[src/rtl/scsi_bus_arbiter_pkg.sv]
// Shared state encodings, default parameters and request qualification for the SCSI bus arbiter.
package scsi_bus_arbiter_pkg;

  typedef enum logic [1:0] {
    ST_IDLE    = 2'd0,
    ST_CPU_GNT = 2'd1,
    ST_DMA_GNT = 2'd2,
    ST_TURN    = 2'd3
  } arb_state_e;

  localparam int unsigned DEF_TIMEOUT   = 64;
  localparam int unsigned DEF_MAX_BURST = 4;
  localparam int unsigned BURST_W       = 3;

  // DMA may only run when the FIFO can source or sink a transfer in the current direction
  function automatic logic dma_ok_f(input logic req, input logic en, input logic dir,
                                    input logic full, input logic empty);
    return req & en & (dir ? ~empty : ~full);
  endfunction

endpackage

[src/rtl/scsi_arb_wdog.sv]
// Grant watchdog: counts clocks while enabled, flags the last allowed clock of a grant.
module scsi_arb_wdog
  import scsi_bus_arbiter_pkg::*;
#(
  parameter int unsigned TIMEOUT = DEF_TIMEOUT
) (
  input  logic nCLK,
  input  logic CRESET_,
  input  logic clr,
  input  logic en,
  output logic expire_c
);

  localparam int unsigned CW = (TIMEOUT > 1) ? $clog2(TIMEOUT) : 1;
  localparam logic [CW-1:0] LAST = CW'(TIMEOUT - 1);

  logic [CW-1:0] cnt;

  always_ff @(posedge nCLK or negedge CRESET_) begin
    if (!CRESET_)  cnt <= '0;
    else if (clr)  cnt <= '0;
    else if (en)   cnt <= cnt + CW'(1);
  end

  assign expire_c = en & (cnt == LAST);

endmodule

[src/rtl/scsi_bus_arbiter.sv]
// Arbitrates the SCSI controller bus between CPU PIO and DMA cycles with turnaround and watchdog.
// Optional DMA burst limiting over a pending CPU request is enabled by defining BURST_LIMIT_EN.
module scsi_bus_arbiter
  import scsi_bus_arbiter_pkg::*;
#(
  parameter int unsigned TIMEOUT = DEF_TIMEOUT
`ifdef BURST_LIMIT_EN
  , parameter int unsigned MAX_BURST = DEF_MAX_BURST
`endif
) (
  input  logic nCLK,
  input  logic CRESET_,
  input  logic CPUREQ,
  input  logic DMAREQ,
  input  logic DMAEN,
  input  logic DMADIR,
  input  logic FIFOFULL,
  input  logic FIFOEMPTY,
  input  logic CYCLE_DONE,
  output logic GNT_CPU,
  output logic GNT_DMA,
  output logic ARB_BUSY,
  output logic ARB_TIMEOUT
);

  arb_state_e state, state_d;
  logic dma_ok_c;
  logic in_grant_c;
  logic expire_c;
  logic cpu_wins_c;
  logic timeout_d;

  assign dma_ok_c   = dma_ok_f(DMAREQ, DMAEN, DMADIR, FIFOFULL, FIFOEMPTY);
  assign in_grant_c = (state == ST_CPU_GNT) || (state == ST_DMA_GNT);

  // Counter sits at zero outside a grant, so every grant starts from a cleared count
  scsi_arb_wdog #(.TIMEOUT(TIMEOUT)) u_wdog (
    .nCLK     (nCLK),
    .CRESET_  (CRESET_),
    .clr      (!in_grant_c),
    .en       (in_grant_c),
    .expire_c (expire_c)
  );

`ifdef BURST_LIMIT_EN
  logic [BURST_W-1:0] burst_q, burst_d;

  // DMA keeps the bus over a waiting CPU until MAX_BURST consecutive DMA grants
  assign cpu_wins_c = CPUREQ & ~(dma_ok_c & (burst_q < BURST_W'(MAX_BURST)));

  always_comb begin
    burst_d = burst_q;
    if ((state_d == ST_CPU_GNT) || (state_d == ST_IDLE))
      burst_d = '0;
    else if ((state_d == ST_DMA_GNT) && (state != ST_DMA_GNT) &&
             (burst_q < BURST_W'(MAX_BURST)))
      burst_d = burst_q + BURST_W'(1);
  end

  always_ff @(posedge nCLK or negedge CRESET_) begin
    if (!CRESET_) burst_q <= '0;
    else          burst_q <= burst_d;
  end
`else
  assign cpu_wins_c = CPUREQ;
`endif

  // Next-state logic; a grant ends only on CYCLE_DONE or watchdog expiry
  always_comb begin
    state_d   = state;
    timeout_d = 1'b0;
    case (state)
      ST_IDLE, ST_TURN: begin
        if (cpu_wins_c)    state_d = ST_CPU_GNT;
        else if (dma_ok_c) state_d = ST_DMA_GNT;
        else               state_d = ST_IDLE;
      end
      ST_CPU_GNT, ST_DMA_GNT: begin
        if (CYCLE_DONE) begin
          state_d = ST_TURN;
        end else if (expire_c) begin
          state_d   = ST_TURN;
          timeout_d = 1'b1;
        end
      end
      default: state_d = ST_IDLE;
    endcase
  end

  // Outputs are decoded from the next state so grants appear right after the sampling edge
  always_ff @(posedge nCLK or negedge CRESET_) begin
    if (!CRESET_) begin
      state       <= ST_IDLE;
      GNT_CPU     <= 1'b0;
      GNT_DMA     <= 1'b0;
      ARB_BUSY    <= 1'b0;
      ARB_TIMEOUT <= 1'b0;
    end else begin
      state       <= state_d;
      GNT_CPU     <= (state_d == ST_CPU_GNT);
      GNT_DMA     <= (state_d == ST_DMA_GNT);
      ARB_BUSY    <= (state_d != ST_IDLE);
      ARB_TIMEOUT <= timeout_d;
    end
  end

endmodule
[config.mk]
export PLATFORM = sky130hd
export DESIGN_NAME = scsi_bus_arbiter
export DESIGN_NICKNAME = d
export VERILOG_FILES = /design/src/rtl/scsi_bus_arbiter_pkg.sv /design/src/rtl/scsi_arb_wdog.sv /design/src/rtl/scsi_bus_arbiter.sv
export SDC_FILE = /design/constraint.sdc
export NUM_CORES = 1
export LEC_CHECK = 0
export ABC_AREA = 1
export CAP_MARGIN = 25
export CORE_ASPECT_RATIO = 0.8
export CORE_MARGIN = 2
export CORE_UTILIZATION = 35
export CTS_BUF_LIST = sky130_fd_sc_hd__clkbuf_2 sky130_fd_sc_hd__clkbuf_4 sky130_fd_sc_hd__clkbuf_8
export DETAILED_ROUTE_END_ITERATION = 16
export GPL_TIMING_DRIVEN = 1
export PLACE_DENSITY_LB_ADDON = 0.08
export RECOVER_POWER = 50
export SKIP_LAST_GASP = 1
export SLEW_MARGIN = 20
export SYNTH_ARGS = -nofsm -noshare
export SYNTH_HDL_FRONTEND = slang
export SYNTH_HIERARCHICAL = 1
export SYNTH_SLANG_ARGS = --single-unit
[constraint.sdc]
create_clock -name nCLK -period 1.92 [get_ports nCLK]
set_input_delay 0.384 -clock nCLK [delete_from_list [all_inputs] [get_ports nCLK]]
set_output_delay 0.384 -clock nCLK [all_outputs]
set_load 0.01 [all_outputs]
# Word level (Yosys, flattened, before mapping)
# Index checks and enable logic that the tools add are counted.
# classes
n_addsub	1
eq_ne	6
mux	10
bitwise	5
n_reduce_logical	5
# ops
operator	n
$mux W2	4
$add A6 B1 Y6 const B	1
$eq A2 B2 Y1 const B	3
$eq A6 B6 Y1 const B	1
$mux W6	1
$eq A2 B1 Y1 const B	2
$mux W1	4
$pmux W2 S2	1
$reduce_or A2 Y1	2
$and A1 B1 Y1	3
$logic_not A2 Y1	1
$not A1 Y1	2
$reduce_bool A2 Y1	1
$logic_or A1 B1 Y1	1
# word_totals
register_bits	12
in_bits	9
out_inout_bits	4

# Logic depth before layout (Yosys ltp)
# depth
ltp_word	7
depth_mapped	11
ltp_nobuf	11

# Modules after synthesis
# Netlist, hierarchy kept.
# by_module_without_submodules
mod	instances	cells_each	area_each_um2	seq_area_each_um2
scsi_arb_wdog	1	45	344.1	150.1
scsi_bus_arbiter	1	39	295.3	150.1

# Worst setup path after synthesis
# Ideal clock, no wire load.
# synth_path
path_kind	register to register
from	register state[0]
to	register GNT_CPU
setup_ns	0.069
arrival_time_ns	1.266
required_ns	1.851
path_slack_ns	0.585
path_stages_with_launch	12
cell_sequence	dfrtp_1 > inv_1 > nand2_1 > nand2_2 > nand3_1 > nor3_1 > nor2_1 > nand2_1 > nand2_1 > nand2_2 > inv_2 > nor2_2
# synth_via
elab_chain_cells	7
word_cells_on_any_way	12
# synth_lines
item	line	text
start, declared	scsi_bus_arbiter.sv:26	arb_state_e state, state_d;
start signal, assigned	scsi_bus_arbiter.sv:99	state <= state_d;
$eq A2 B1 Y1 / $eq A2 B2 Y1 (equally long branches)	scsi_bus_arbiter.sv:34	assign in_grant_c = (state == ST_CPU_GNT) || (state == ST_DMA_GNT);
$logic_or A1 B1 Y1 (*)	scsi_bus_arbiter.sv:34	
named net in_grant_c	scsi_bus_arbiter.sv:28	logic in_grant_c;
$and A1 B1 Y1 (*)	scsi_arb_wdog.sv:25	assign expire_c = en & (cnt == LAST);
named net expire_c	scsi_bus_arbiter.sv:29	logic expire_c;
$mux W2 (*)	scsi_bus_arbiter.sv:81	end else if (expire_c) begin
$mux W2 (*)	scsi_bus_arbiter.sv:79	if (CYCLE_DONE) begin
$pmux W2 S2 (*)	scsi_bus_arbiter.sv:72	case (state)
named net state_d[0]	scsi_bus_arbiter.sv:26	
$eq A2 B1 Y1 (*)	scsi_bus_arbiter.sv:100	GNT_CPU <= (state_d == ST_CPU_GNT);
end signal, assigned	scsi_bus_arbiter.sv:100	
end, declared	scsi_bus_arbiter.sv:20	output logic GNT_CPU,
# The timed path passes the listed nets; every way through them passes the cells marked *.

# Worst setup path in the final report
# Same ends and word-level chain as after synthesis.

==> flow_metrics.py <==
metrics = {
    "clocking": {
        "root_buffer": "clkbuf_4",
        "htree_levels": 1,
        "cts_buffers": 3,
        "path_clk_slew_ps": 80,
        "clkLatencyLatePin_ps": 270,
        "hold_buffers": 0,
        "numClockSinks": 12,
        "cts-resized-gates": 0,
        "clockBufferDepth": 2,
        "tritoncts": "built",
        "post_cts_buffers": 0,
    },
    "floorplanning": {
        "die-width_um": 51.79,
        "initial_core_util_pct": 38.16,
        "num_io_pins": 13,
        "die_area_mm2": 0.002187,
        "core_mm2": 0.001675,
        "die_y_um": 42.23,
        "row_count": 13,
    },
    "drt": {
        "wl_per_cell_um": 9.385,
        "finalWirelength_mm": 1.145,
        "vias_per_cell": 4.328,
        "detail_route.iter0.violations": 13,
        "post-route-drc-count": 0,
        "via_count": 528,
        "final_antenna_net_count": 0,
        "drt_first_pass_iters": 4,
    },
    "grt": {
        "antenna_found_initial": 0,
        "grt_remaining_overflow": 0,
        "grt_max_degree": 13,
        "grt_pass1_wl_mm": 1.932,
        "grt_pass1_vias": 467,
        "track_usage_pct": 11.69,
    },
    "sta": {
        "clock_skew_ps": 2.923,
        "finalCritPeriodShare_pct": 82.54,
        "finalSetupViolations": 0,
        "fin_tns_setup_ps": 0,
        "layout_setup_ws_ps": 335.2,
        "hold_slack_ps": 534.6,
        "maxSlewHeadroom_pct": 63.53,
        "max_freq_ghz": 0.6310,
        "drv_slew": 0,
        "worst_pin_slew_ps": 545.2,
        "fin_crit_ps": 1585,
        "rsz0062_at_grt": "false",
        "hold_violations": 0,
    },
    "synth": {
        "ys_seq_elements": 12,
        "synth.distinct_cells": 16,
        "netlist_instances": 84,
        "synth_warnings": 6,
        "seq_area_frac_synth_pct": 46.97,
        "syn-mean-instance-area_um2": 7.611,
        "synth_top_area_share_pct": 46.97,
        "synth_nets": 94,
        "synth_top_area_cell": "dfrtp_1",
        "synth_area_leaders": "dfrtp_1, nand2_1, inv_1",
        "syn-cell-area_um2": 639.4,
    },
    "place": {
        "place_area_um2": 787.0,
        "dp_slack_ps": 429.9,
        "place_congestion": 0.7448,
        "dp_cells": 118,
        "dpl.hpwl_um": 859,
        "port_buffers": 12,
    },
    "final_layout": {
        "final_common_cell": "nand2_1",
        "final_cell_area_um2": 818.3,
        "layout-drive-gt1-share_pct": 13.00,
        "fin_util_pct": 48.84,
        "final_nets": 111,
        "antennaDiodeCount": 0,
        "syn2layout_area_growth_pct": 27.98,
        "layout_common_cells": "nand2_1, inv_1, dfrtp_1",
        "fin_cells": 122,
    },
    "setup_path": {
        "path_max_fanout": 8,
        "rr_worst_depth": 11,
        "crit_path_end_kind": "register",
        "rrSetupSlack_ps": 340,
        "required_ps": 2120,
        "rr_endpoint": "GNT_CPU",
        "startpoint_type": "register",
        "regToRegStartpoint": "state[0]",
        "critPathKind": "reg -> reg",
        "cp.arrival_ps": 1790,
    },
    "power_and_ir_drop": {
        "vdd_ir_drop_max_v": 0.0005236,
        "powerDensity_mw_per_mm2": 1231,
        "p_leak_nw": 0.4246,
        "power_mw": 1.007,
    },
    "worst_hold_path": {
        "holdCritPathClass": "in -> async",
    },
    "outcome": {
        "status": "completed",
    },
    "job": {
        "maxCapViolations": 0,
    },
}
-- area by class of cell --
cell class	instances	area, µm²
clock buffers	4	36.28
fillers	170	857.1
inverters	16	60.06
multi-input cells	56	274.0
flip-flops and latches	12	300.3
well taps	22	27.53
repair buffers	12	120.1
-- synth_stat cells (all sizes together) --
library cell  instances
nand3                 8
nor2                  9
dfrtp                12
nand4                 2
xnor2                 1
o21ai                 2
nor3                  1
nand2                29
a21oi                 3
ha                    1
inv                  16
-- worst max-delay path by stage --
stage                      startpoint     endpoint  slack [ps]  cells past startpoint
after detailed placement     state[0]      GNT_CPU         430                     10
after CTS                 ARB_TIMEOUT  ARB_TIMEOUT         400                      1
after global placement       state[0]      GNT_CPU         440                     11
after floorplan              state[0]      GNT_CPU         590                     11
after global routing         state[0]      GNT_CPU         150                     11
final                        state[0]      GNT_CPU         340                     11
-- worst max-delay path, stage by stage, from the launching register on --
cell and delay (ps):
dfrtp_1 400, inv_1 90, nand2_1 50, nand2_1 220, nand3_1 110, nor3_1 200
nor2_1 90, nand2_1 70, nand2_1 60, nand2_2 100, inv_2 40, nor2_2 90
-- report_power, final --
part	switching (mW)	internal, mW	leakage (nW)
clock	0.0854	0.115	0.0210
sequential	0.0420	0.318	0.157
combinational	0.282	0.165	0.246
-- registers in the layout (all words and copies together) (netlist names) --
name and count:
ARB_TIMEOUT 1, ARB_BUSY 1, GNT_CPU 1, u_wdog/cnt 6
GNT_DMA 1, state 2
-- kinds of logic (layout without fill, tap and decap cells) --
| family | count (synthesis) | after routing | share of synthesized area (%) |
|---|---|---|---|
| simple gates | 49 | 49 | 36.40 |
| buf+inv | 16 | 32 | 9.394 |
| flops | 12 | 12 | 46.97 |
| compound gates | 5 | 5 | 3.913 |
| fa+ha+maj | 1 | 1 | 1.957 |
| xor+xnor | 1 | 1 | 1.370 |
-- metal layers --
layer,vias to the layer above,global-route usage [%],part of all wire [%]
li1,289,-,-
met4,0,4.737,0.87
met3,2,3.214,5.8
met2,12,16.15,40
met5,-,0,0
met1,225,17.00,53
Note: power is estimated with default switching activity, not from simulation.
